### src/rtl/instr_prefetch_queue_pkg.sv
// Shared constants and types for the instruction prefetch queue and its FIFO.
// The CPU top imports the same constants so both sides agree on widths and the boot address.
package instr_prefetch_queue_pkg;

  localparam int unsigned PQ_DEPTH      = 4;
  localparam int unsigned PQ_ADDR_W     = 16;
  localparam int unsigned PQ_INSTR_W    = 16;
  localparam logic [15:0] PQ_RESET_ADDR = 16'h0000;

  // Fetch-side control flops: one request in flight, optionally marked for dropping.
  typedef struct packed {
    logic outstanding;
    logic discard;
  } fetch_ctl_t;

endpackage

### src/rtl/instr_fifo.sv
// Synchronous FIFO with push/pop/flush, an occupancy count, and a registered head output.
// The head register holds its last value when the FIFO is empty.
module instr_fifo #(
  parameter int unsigned DEPTH = 4,
  parameter int unsigned W     = 32,
  localparam int unsigned PTR_W = $clog2(DEPTH),
  localparam int unsigned CNT_W = PTR_W + 1
) (
  input  logic             clk,
  input  logic             rst,
  input  logic             push,
  input  logic [W-1:0]     push_data,
  input  logic             pop,
  input  logic             flush,
  output logic [W-1:0]     head_data,
  output logic [CNT_W-1:0] count,
  output logic [CNT_W-1:0] count_next
);

  logic [W-1:0]     mem_q [DEPTH];
  logic [W-1:0]     mem_d [DEPTH];
  logic [PTR_W-1:0] rd_ptr_q, rd_ptr_d;
  logic [PTR_W-1:0] wr_ptr_q, wr_ptr_d;
  logic [CNT_W-1:0] count_q, count_d;
  logic [W-1:0]     head_q, head_d;
  logic [CNT_W-1:0] remain;
  logic             pop_ok;
  logic             push_ok;

  always_comb begin
    mem_d    = mem_q;
    rd_ptr_d = rd_ptr_q;
    wr_ptr_d = wr_ptr_q;
    count_d  = count_q;
    head_d   = head_q;
    pop_ok   = pop && (count_q != '0);
    // A full FIFO still accepts a push when the head leaves in the same cycle.
    push_ok  = push && ((count_q != CNT_W'(DEPTH)) || pop_ok);
    remain   = count_q - CNT_W'(pop_ok);

    if (flush) begin
      rd_ptr_d = '0;
      wr_ptr_d = '0;
      count_d  = '0;
    end else begin
      if (push_ok) begin
        mem_d[wr_ptr_q] = push_data;
        wr_ptr_d        = wr_ptr_q + PTR_W'(1);
      end
      if (pop_ok) begin
        rd_ptr_d = rd_ptr_q + PTR_W'(1);
      end
      count_d = remain + CNT_W'(push_ok);
      // The new head is either the word being pushed into an otherwise empty
      // FIFO, or an entry already stored in the array.
      if (push_ok && (remain == '0)) begin
        head_d = push_data;
      end else if (remain != '0) begin
        head_d = mem_q[rd_ptr_d];
      end
    end
  end

  always_ff @(posedge clk or posedge rst) begin
    if (rst) begin
      for (int i = 0; i < int'(DEPTH); i++) begin
        mem_q[i] <= '0;
      end
      rd_ptr_q <= '0;
      wr_ptr_q <= '0;
      count_q  <= '0;
      head_q   <= '0;
    end else begin
      mem_q    <= mem_d;
      rd_ptr_q <= rd_ptr_d;
      wr_ptr_q <= wr_ptr_d;
      count_q  <= count_d;
      head_q   <= head_d;
    end
  end

  assign head_data  = head_q;
  assign count      = count_q;
  assign count_next = count_d;

endmodule

### src/rtl/instr_prefetch_queue.sv
// Instruction prefetch queue between the SPI program-memory reader and the CPU core.
// Keeps up to DEPTH sequential instruction words ahead of execution; a taken branch flushes and refetches.
module instr_prefetch_queue
  import instr_prefetch_queue_pkg::*;
#(
  parameter int unsigned        DEPTH      = PQ_DEPTH,
  parameter int unsigned        ADDR_W     = PQ_ADDR_W,
  parameter int unsigned        INSTR_W    = PQ_INSTR_W,
  parameter logic [ADDR_W-1:0]  RESET_ADDR = ADDR_W'(PQ_RESET_ADDR)
) (
  input  logic               clk,
  input  logic               rst,
  output logic [INSTR_W-1:0] instr,
  output logic [ADDR_W-1:0]  instr_addr,
  output logic               instr_valid,
  input  logic               advance,
  input  logic               redirect,
  input  logic [ADDR_W-1:0]  redirect_addr,
  output logic               mem_req,
  output logic [ADDR_W-1:0]  mem_addr,
  input  logic               mem_ack,
  input  logic [INSTR_W-1:0] mem_rdata
);

  localparam int unsigned CNT_W = $clog2(DEPTH) + 1;
  localparam int unsigned ENT_W = INSTR_W + ADDR_W;

  // Memory handshake: mem_req rises with mem_addr and both hold steady until the
  // one-cycle mem_ack pulse, which carries mem_rdata for that address. Only one
  // request is ever in flight, and a new one can be raised in the cycle after ack.

  fetch_ctl_t        ctl_q, ctl_d;
  logic [ADDR_W-1:0] fetch_addr_q, fetch_addr_d;
  logic [ADDR_W-1:0] mem_addr_q, mem_addr_d;

  logic              ack;
  logic              fifo_push;
  logic              fifo_pop;
  logic              fifo_flush;
  logic [ENT_W-1:0]  fifo_head;
  logic [CNT_W-1:0]  fifo_count;
  logic [CNT_W-1:0]  fifo_count_next;

  assign ack        = mem_ack && ctl_q.outstanding;
  assign fifo_flush = redirect;
  assign fifo_push  = ack && !ctl_q.discard && !redirect;
  assign fifo_pop   = advance && !redirect;

  instr_fifo #(
    .DEPTH (DEPTH),
    .W     (ENT_W)
  ) u_fifo (
    .clk        (clk),
    .rst        (rst),
    .push       (fifo_push),
    .push_data  ({mem_rdata, mem_addr_q}),
    .pop        (fifo_pop),
    .flush      (fifo_flush),
    .head_data  (fifo_head),
    .count      (fifo_count),
    .count_next (fifo_count_next)
  );

  always_comb begin
    ctl_d        = ctl_q;
    fetch_addr_d = fetch_addr_q;
    mem_addr_d   = mem_addr_q;

    if (redirect) begin
      fetch_addr_d = redirect_addr;
    end else if (fifo_push) begin
      fetch_addr_d = fetch_addr_q + ADDR_W'(1);
    end

    // The SPI reader cannot abort, so a redirect with a request still in
    // flight marks its ack for dropping; an ack in the redirect cycle is simply
    // not pushed and leaves nothing to drop later.
    if (redirect) begin
      ctl_d.discard = ctl_q.outstanding && !mem_ack;
    end else if (ack) begin
      ctl_d.discard = 1'b0;
    end

    if (ack) begin
      ctl_d.outstanding = 1'b0;
    end

    // Credit check against next-cycle occupancy keeps count + outstanding <= DEPTH.
    if (!ctl_d.outstanding && (fifo_count_next < CNT_W'(DEPTH))) begin
      ctl_d.outstanding = 1'b1;
      mem_addr_d        = fetch_addr_d;
    end
  end

  always_ff @(posedge clk or posedge rst) begin
    if (rst) begin
      ctl_q        <= '0;
      fetch_addr_q <= RESET_ADDR;
      mem_addr_q   <= RESET_ADDR;
    end else begin
      ctl_q        <= ctl_d;
      fetch_addr_q <= fetch_addr_d;
      mem_addr_q   <= mem_addr_d;
    end
  end

  assign mem_req     = ctl_q.outstanding;
  assign mem_addr    = mem_addr_q;
  assign instr_valid = (fifo_count != '0);
  assign instr       = fifo_head[ENT_W-1:ADDR_W];
  assign instr_addr  = fifo_head[ADDR_W-1:0];

endmodule

### config.mk
export PLATFORM = sky130hd
export DESIGN_NAME = instr_prefetch_queue
export DESIGN_NICKNAME = d
export VERILOG_FILES = /design/src/rtl/instr_prefetch_queue_pkg.sv /design/src/rtl/instr_fifo.sv /design/src/rtl/instr_prefetch_queue.sv
export SDC_FILE = /design/constraint.sdc
export NUM_CORES = 1
export LEC_CHECK = 0
export BUFFER_PORTS_ARGS = -buffer_cell sky130_fd_sc_hd__buf_2
export CORE_MARGIN = 4
export CORE_UTILIZATION = 40
export CTS_CLUSTER_DIAMETER = 80
export DETAILED_ROUTE_END_ITERATION = 10
export PLACE_DENSITY = 0.67
export REMOVE_ABC_BUFFERS = 1
export SYNTH_ARGS = -nofsm -noshare
export SYNTH_HDL_FRONTEND = slang
export SYNTH_HIERARCHICAL = 1
export SYNTH_SLANG_ARGS = --single-unit
export TNS_END_PERCENT = 20
### constraint.sdc
create_clock -name clk -period 5.8 [get_ports clk]
set_input_delay 0.87 -clock clk [delete_from_list [all_inputs] [get_ports clk]]
set_output_delay 0.87 -clock clk [all_outputs]
set_load 0.02 [all_outputs]
# After elaboration in Yosys (flattened, before gate mapping)
# Index checks and enable logic that the tools add are counted.
[totals]
register_bits = 201
inputBits = 37
output_inout_bits = 50
wordCells = 68
[op_classes]
addsub = 5
order_cmp = 4
n_eq_ne = 1
muxes = 20
bitwise_logic = 3
n_reduce_logical = 23
[op_table]
columns = ["op", "count"]
rows = [
  ["$mux 32", 5],
  ["$bwmux 128", 1],
  ["$bmux 32 s2", 1],
  ["$demux 32 s2", 1],
  ["$mux 16", 2],
  ["$add 16x1->16 const B", 1],
  ["$logic_and 1x1->1", 10],
  ["$mux 2", 5],
  ["$ge 3x3->1 const B", 2],
  ["$not 2->3", 2],
  ["$reduce_bool 2->1", 3],
  ["$reduce_bool 3->1", 2],
  ["$add 2x1->2 const B", 2],
  ["$logic_not 1->1", 4],
  ["$mux 1", 4],
  ["$reduce_and 2->1", 2],
  ["$add 3x1->3", 1],
  ["$logic_not 3->1", 1],
  ["$lt 3x1->1 const B", 1],
  ["$lt 3x3->1 const B", 1],
  ["$mux 3", 1],
  ["$ne 3x3->1 const B", 1],
  ["$sub 3x1->3", 1],
  ["$logic_or 1x1->1", 1],
  ["$not 1->1", 1],
]

# Depth between registers and ports, before layout
[logic_depth]
ltp_word = 11
mapped_depth = 18
depth_no_buf = 13

# Modules after synthesis
# Netlist, hierarchy kept.
[by_module_without_submodules]
columns = ["mod", "n_inst", "cells_per_inst", "area_each_um2", "seq_area_each_um2"]
rows = [
  ["instr_fifo", 1, 682, 8204.1, 4179.0],
  ["instr_prefetch_queue", 1, 159, 1686.6, 850.8],
]

# Worst setup path before layout
# No wires, ideal clock.
[synth_timing]
kind = "input to register"
from = "in redirect"
to = "reg mem_addr_q[0], in the netlist mem_addr[0]"
setup_time_ns = 0.125
arrival_ns = 4.106
required_time_ns = 5.675
slack_ns = 1.569
stages = 16
path_buffers = 5
path_cell_list = "buf_6 clkbuf_1 nor2b_1 o31ai_4 inv_2 buf_2 buf_1 ha_1 inv_1 ha_1 ha_1 xor2_1 nor2_1 nand2b_1 buf_1 mux2_2"
[synth_via]
elab_chain_cells = 9
elab_cells_between_ends = 13
classes_between = "add/sub (2); order compare (1); mux (3); reduce/logical (7)"
[synth_rtl]
columns = ["element", "line_no", "source"]
rows = [
  ["start: declaration", "instr_prefetch_queue.sv:17", "input logic redirect,"],
  ["$logic_not 1->1 *", "instr_prefetch_queue.sv:47", "assign fifo_pop = advance && !redirect;"],
  ["$logic_and 1x1->1 *", "instr_prefetch_queue.sv:47", ""],
  ["net fifo_pop", "instr_prefetch_queue.sv:38", "logic fifo_pop;"],
  ["$logic_and 1x1->1 *", "instr_fifo.sv:36", "pop_ok = pop && (count_q != '0);"],
  ["parallel branches: the longest is 2 deep, another holds $sub 3x1->3", "n/a", ""],
  ["$add 3x1->3 *", "instr_fifo.sv:53", "count_d = remain + CNT_W'(push_ok);"],
  ["$mux 3 *", "instr_fifo.sv:41", "if (flush) begin"],
  ["net fifo_count_next[2]", "instr_prefetch_queue.sv:42", "logic [CNT_W-1:0] fifo_count_next;"],
  ["$lt 3x3->1 *", "instr_prefetch_queue.sv:89", "if (!ctl_d.outstanding && (fifo_count_next < CNT_W'(DEPTH))) begin"],
  ["$logic_and 1x1->1 *", "instr_prefetch_queue.sv:89", ""],
  ["end signal: assignment", "instr_prefetch_queue.sv:103", "mem_addr_q <= mem_addr_d;"],
  ["end: declaration", "instr_prefetch_queue.sv:34", "logic [ADDR_W-1:0] mem_addr_q, mem_addr_d;"],
]
# Mark *: on every way through the listed nets, which the timed path passes.
# A chain may end at the register's enable or synchronous reset.

# Final worst setup path
[layout_timing]
from = "reg u_fifo.count_q[1], in the netlist u_fifo/count[1]"
to = "reg mem_addr_q[0], in the netlist mem_addr[0]"
[layout_via]
elab_chain_cells = 8
elab_cells_between_ends = 10
classes_between = "add/sub (2); order compare (1); eq/ne (1); mux (1); reduce/logical (5)"
[layout_rtl]
columns = ["element", "line_no", "source"]
rows = [
  ["start: declaration", "instr_fifo.sv:24", "logic [CNT_W-1:0] count_q, count_d;"],
  ["start signal: assignment", "instr_fifo.sv:77", "count_q <= count_d;"],
  ["parallel branches: the longest is 4 deep, another holds $sub 3x1->3", "n/a", ""],
  ["$add 3x1->3 *", "instr_fifo.sv:53", ""],
  ["$mux 3 *", "instr_fifo.sv:41", ""],
  ["net fifo_count_next[2]", "instr_prefetch_queue.sv:42", ""],
  ["$lt 3x3->1 *", "instr_prefetch_queue.sv:89", ""],
  ["$logic_and 1x1->1 *", "instr_prefetch_queue.sv:89", ""],
]
# Marked as above.

==> flow_metrics.py <==
metrics = {
    "setup_path": {
        "cp_max_fo": 23,
        "crit_required_ps": 6180,
        "critPathCaptureType": "flop",
        "start_kind": "flop",
        "arrival_ps": 4150,
        "reg2reg_slack_ps": 2030,
        "critPathKind": "reg -> reg",
    },
    "routing": {
        "first_iter_violations": 461,
        "dr_wl_met3_um": 1080,
        "detail_route.wl_per_cell_um": 19.0,
        "highest_layer": "met4",
        "drcViolationCount": 0,
        "met1_length_um": 10700,
        "wl_met2_um": 11200,
        "routed_wl_um": 23500,
        "ant_nets": 0,
        "num_vias": 6969,
        "first_pass_iters": 5,
        "vias_per_cell": 5.62,
    },
    "timing": {
        "slew_viol_final": 0,
        "fmax_ghz": 0.266,
        "holdWs_ps": 466,
        "timing.final.crit_period_ps": 3770,
        "finalCritPeriodShare_pct": 64.9,
        "tightestPinTransition_ps": 1040,
        "fin_skew_ps": 9.04,
        "hold_viol": 0,
        "rsz0062_at_grt": "false",
        "setup_viol": 0,
        "relSlewSlack_pct": 30.7,
        "final.setup.tns_ps": 0,
    },
    "worst_hold_path": {
        "hold_path_class": "in -> async",
    },
    "clock_network": {
        "cts_hold_buf": 0,
        "clock-root-buffer": "clkbuf_16",
        "tritoncts": "built",
        "cts_setup_buffers": 0,
        "clk_path_buf_depth": 3,
        "cts.sinks": 201,
        "clk_latency_ps": 500,
        "cts_resized": 0,
        "cts_buffers": 22,
        "htree_levels": 1,
        "cts.clk_slew.worst_paths_ps": 60,
    },
    "synth": {
        "ys_ff_latch": 201,
        "netlist_area_mm2": 0.00989,
        "synth_cells": 841,
        "yosys_most_used_dff": "dfrtp_1",
        "synth_warnings": 6,
        "synth-seq-area-share_pct": 50.9,
        "async_reset_ff_share_pct": 100,
        "syn_avg_cell_area_um2": 11.8,
        "synth_edf_count": 0,
        "synth_cell_types": 55,
    },
    "grt": {
        "antenna_found_initial": 0,
        "grt_pass1_wl_um": 38300,
        "grt_max_degree": 66,
        "grt_pass1_vias": 6974,
        "grt_overflow": 0,
        "grtUsageTotal_pct": 17.3,
    },
    "layout": {
        "final_cell_mix": "dfrtp_1 (201), mux2_2 (121), buf_2 (86)",
        "layout-drive-gt1-share_pct": 30.4,
        "final_common_cell": "dfrtp_1",
        "finalNonFillerCells": 1241,
        "stdcell_area_mm2": 0.0112,
        "area_delta_synth_final_pct": 13.6,
        "final_core_util_pct": 46.2,
        "insertedDiodeCount": 0,
        "fill_cells": 2260,
        "seqCellArea_mm2": 0.00503,
        "multi_input_area_mm2": 0.00441,
        "layout.nets": 949,
    },
    "placement": {
        "port_buffers": 86,
        "gp_congestion": 0.794,
        "numPlacedInstances": 1203,
        "dp_hpwl_um": 15400,
        "placed_cell_area_mm2": 0.0105,
    },
    "power_and_ir_drop": {
        "peakVddDrop_v": 0.000246,
        "power.static_leakage_nw": 5.18,
        "powerDensity_mw_per_mm2": 441,
    },
    "die": {
        "die_width_um": 165,
        "core_mm2": 0.0243,
        "ios": 87,
        "start_util_pct": 40.7,
        "die_h_um": 165,
        "dieArea_mm2": 0.0273,
        "rows": 57,
    },
    "job": {
        "maxCapViolations": 0,
    },
    "run_status": {
        "status": "complete, no violations",
    },
}
-- metrics by stage --
stage | worst slack (ps) | power, W
after floorplan | 412 | 0.00308
after global placement | 1700 | 0.00353
after detailed placement | 1600 | 0.00357
after CTS | 2030 | 0.00501
after global routing | 1760 | 0.00525
final | 2030 | 0.00495
-- sequential cells by signal, indices dropped and copies added (netlist names) --
| signal | count |
|---|---|
| ctl_q | 1 |
| fetch_addr_q | 16 |
| mem_addr | 16 |
| mem_req | 1 |
| u_fifo/count | 3 |
| u_fifo/head_data | 32 |
| u_fifo/mem_q | 128 |
| u_fifo/rd_ptr_q | 2 |
| u_fifo/wr_ptr_q | 2 |
-- report_power, final --
part / leakage [nW] / internal, W / switching [W]
logic: 2.23 / 0.000658 / 0.000820
registers: 2.60 / 0.00176 / 0.000306
clock network: 0.357 / 0.000850 / 0.000559
total: 5.18 / 0.00327 / 0.00168
-- worst max-delay path, cell delays in order (launching register included) --
cell and delay (ps):
dfrtp_1 460, o31ai_4 900, inv_2 70, ha_1 220
ha_1 350, inv_1 60, ha_1 200, xor2_1 170
nor2_1 200, nand2b_1 360, buf_4 290, mux2_2 360
-- cell usage after synthesis, drive strengths merged (3+ instances only) --
library cell | instances | area share [%]
nor2b | 7 | 0.44
nand4 | 4 | 0.56
nand2b | 5 | 0.32
nand3b | 10 | 0.76
dfrtp | 201 | 51
xor2 | 8 | 0.71
o21ai | 21 | 1.1
a211o | 12 | 1.1
nor2 | 47 | 1.9
o221ai | 31 | 2.7
or3 | 5 | 0.32
o2bb2ai | 17 | 1.5
a2111oi | 7 | 0.81
clkbuf | 24 | 0.91
mux2i | 32 | 3.2
ha | 9 | 1.1
nor4 | 5 | 0.32
xnor2 | 9 | 0.87
o32ai | 10 | 1.1
a21oi | 25 | 1.3
buf | 37 | 2.4
nand2 | 48 | 1.9
a31oi | 21 | 1.5
mux2 | 143 | 16
o22ai | 21 | 1.3
a21boi | 3 | 0.27
nand3 | 8 | 0.40
and3 | 4 | 0.25
nor3 | 24 | 1.2
inv | 33 | 1.3
-- metal layers --
layer / GRT usage [%] / up-vias
li1: - / 3233
met1: 24.2 / 3512
met2: 28.6 / 184
met3: 2.13 / 40
met4: 4.84 / 0
met5: 0 / -
-- cells by family after synthesis --
group	share of synthesized area, %
AO/OA/AOI/OAI	13.4
adder cells (fa/ha/maj)	1.14
flip-flops	50.9
multiplexers	19.5
buffers and inverters	4.57
XOR/XNOR	1.58
AND/OR/NAND/NOR	8.96
-- path summary, 6_finish.rpt --
| path | start | endpoint | depth (start not counted) |
|---|---|---|---|
| worst min-delay path | rst | u_fifo/head_data[6] | 2 |
| worst min register to register | u_fifo/mem_q[33] | u_fifo/mem_q[33] | 1 |
| worst max register to register | u_fifo/count[1] | mem_addr[0] | 11 |
| max in group asynchronous | rst | u_fifo/mem_q[101] | 3 |
| worst max-delay path | u_fifo/count[1] | mem_addr[0] | 11 |
| min in group clk | u_fifo/mem_q[33] | u_fifo/mem_q[33] | 1 |
-- cell type report --
cell class / instances / share of cell area [%]
clock buffers: 29 / 5.59
clock inverters: 9 / 0.924
inverters: 33 / 1.17
multi-input cells: 546 / 39.2
flip-flops and latches: 201 / 44.8
well taps: 324 / 3.61
repair buffers: 99 / 4.70
(Power assumes the default switching activity.)
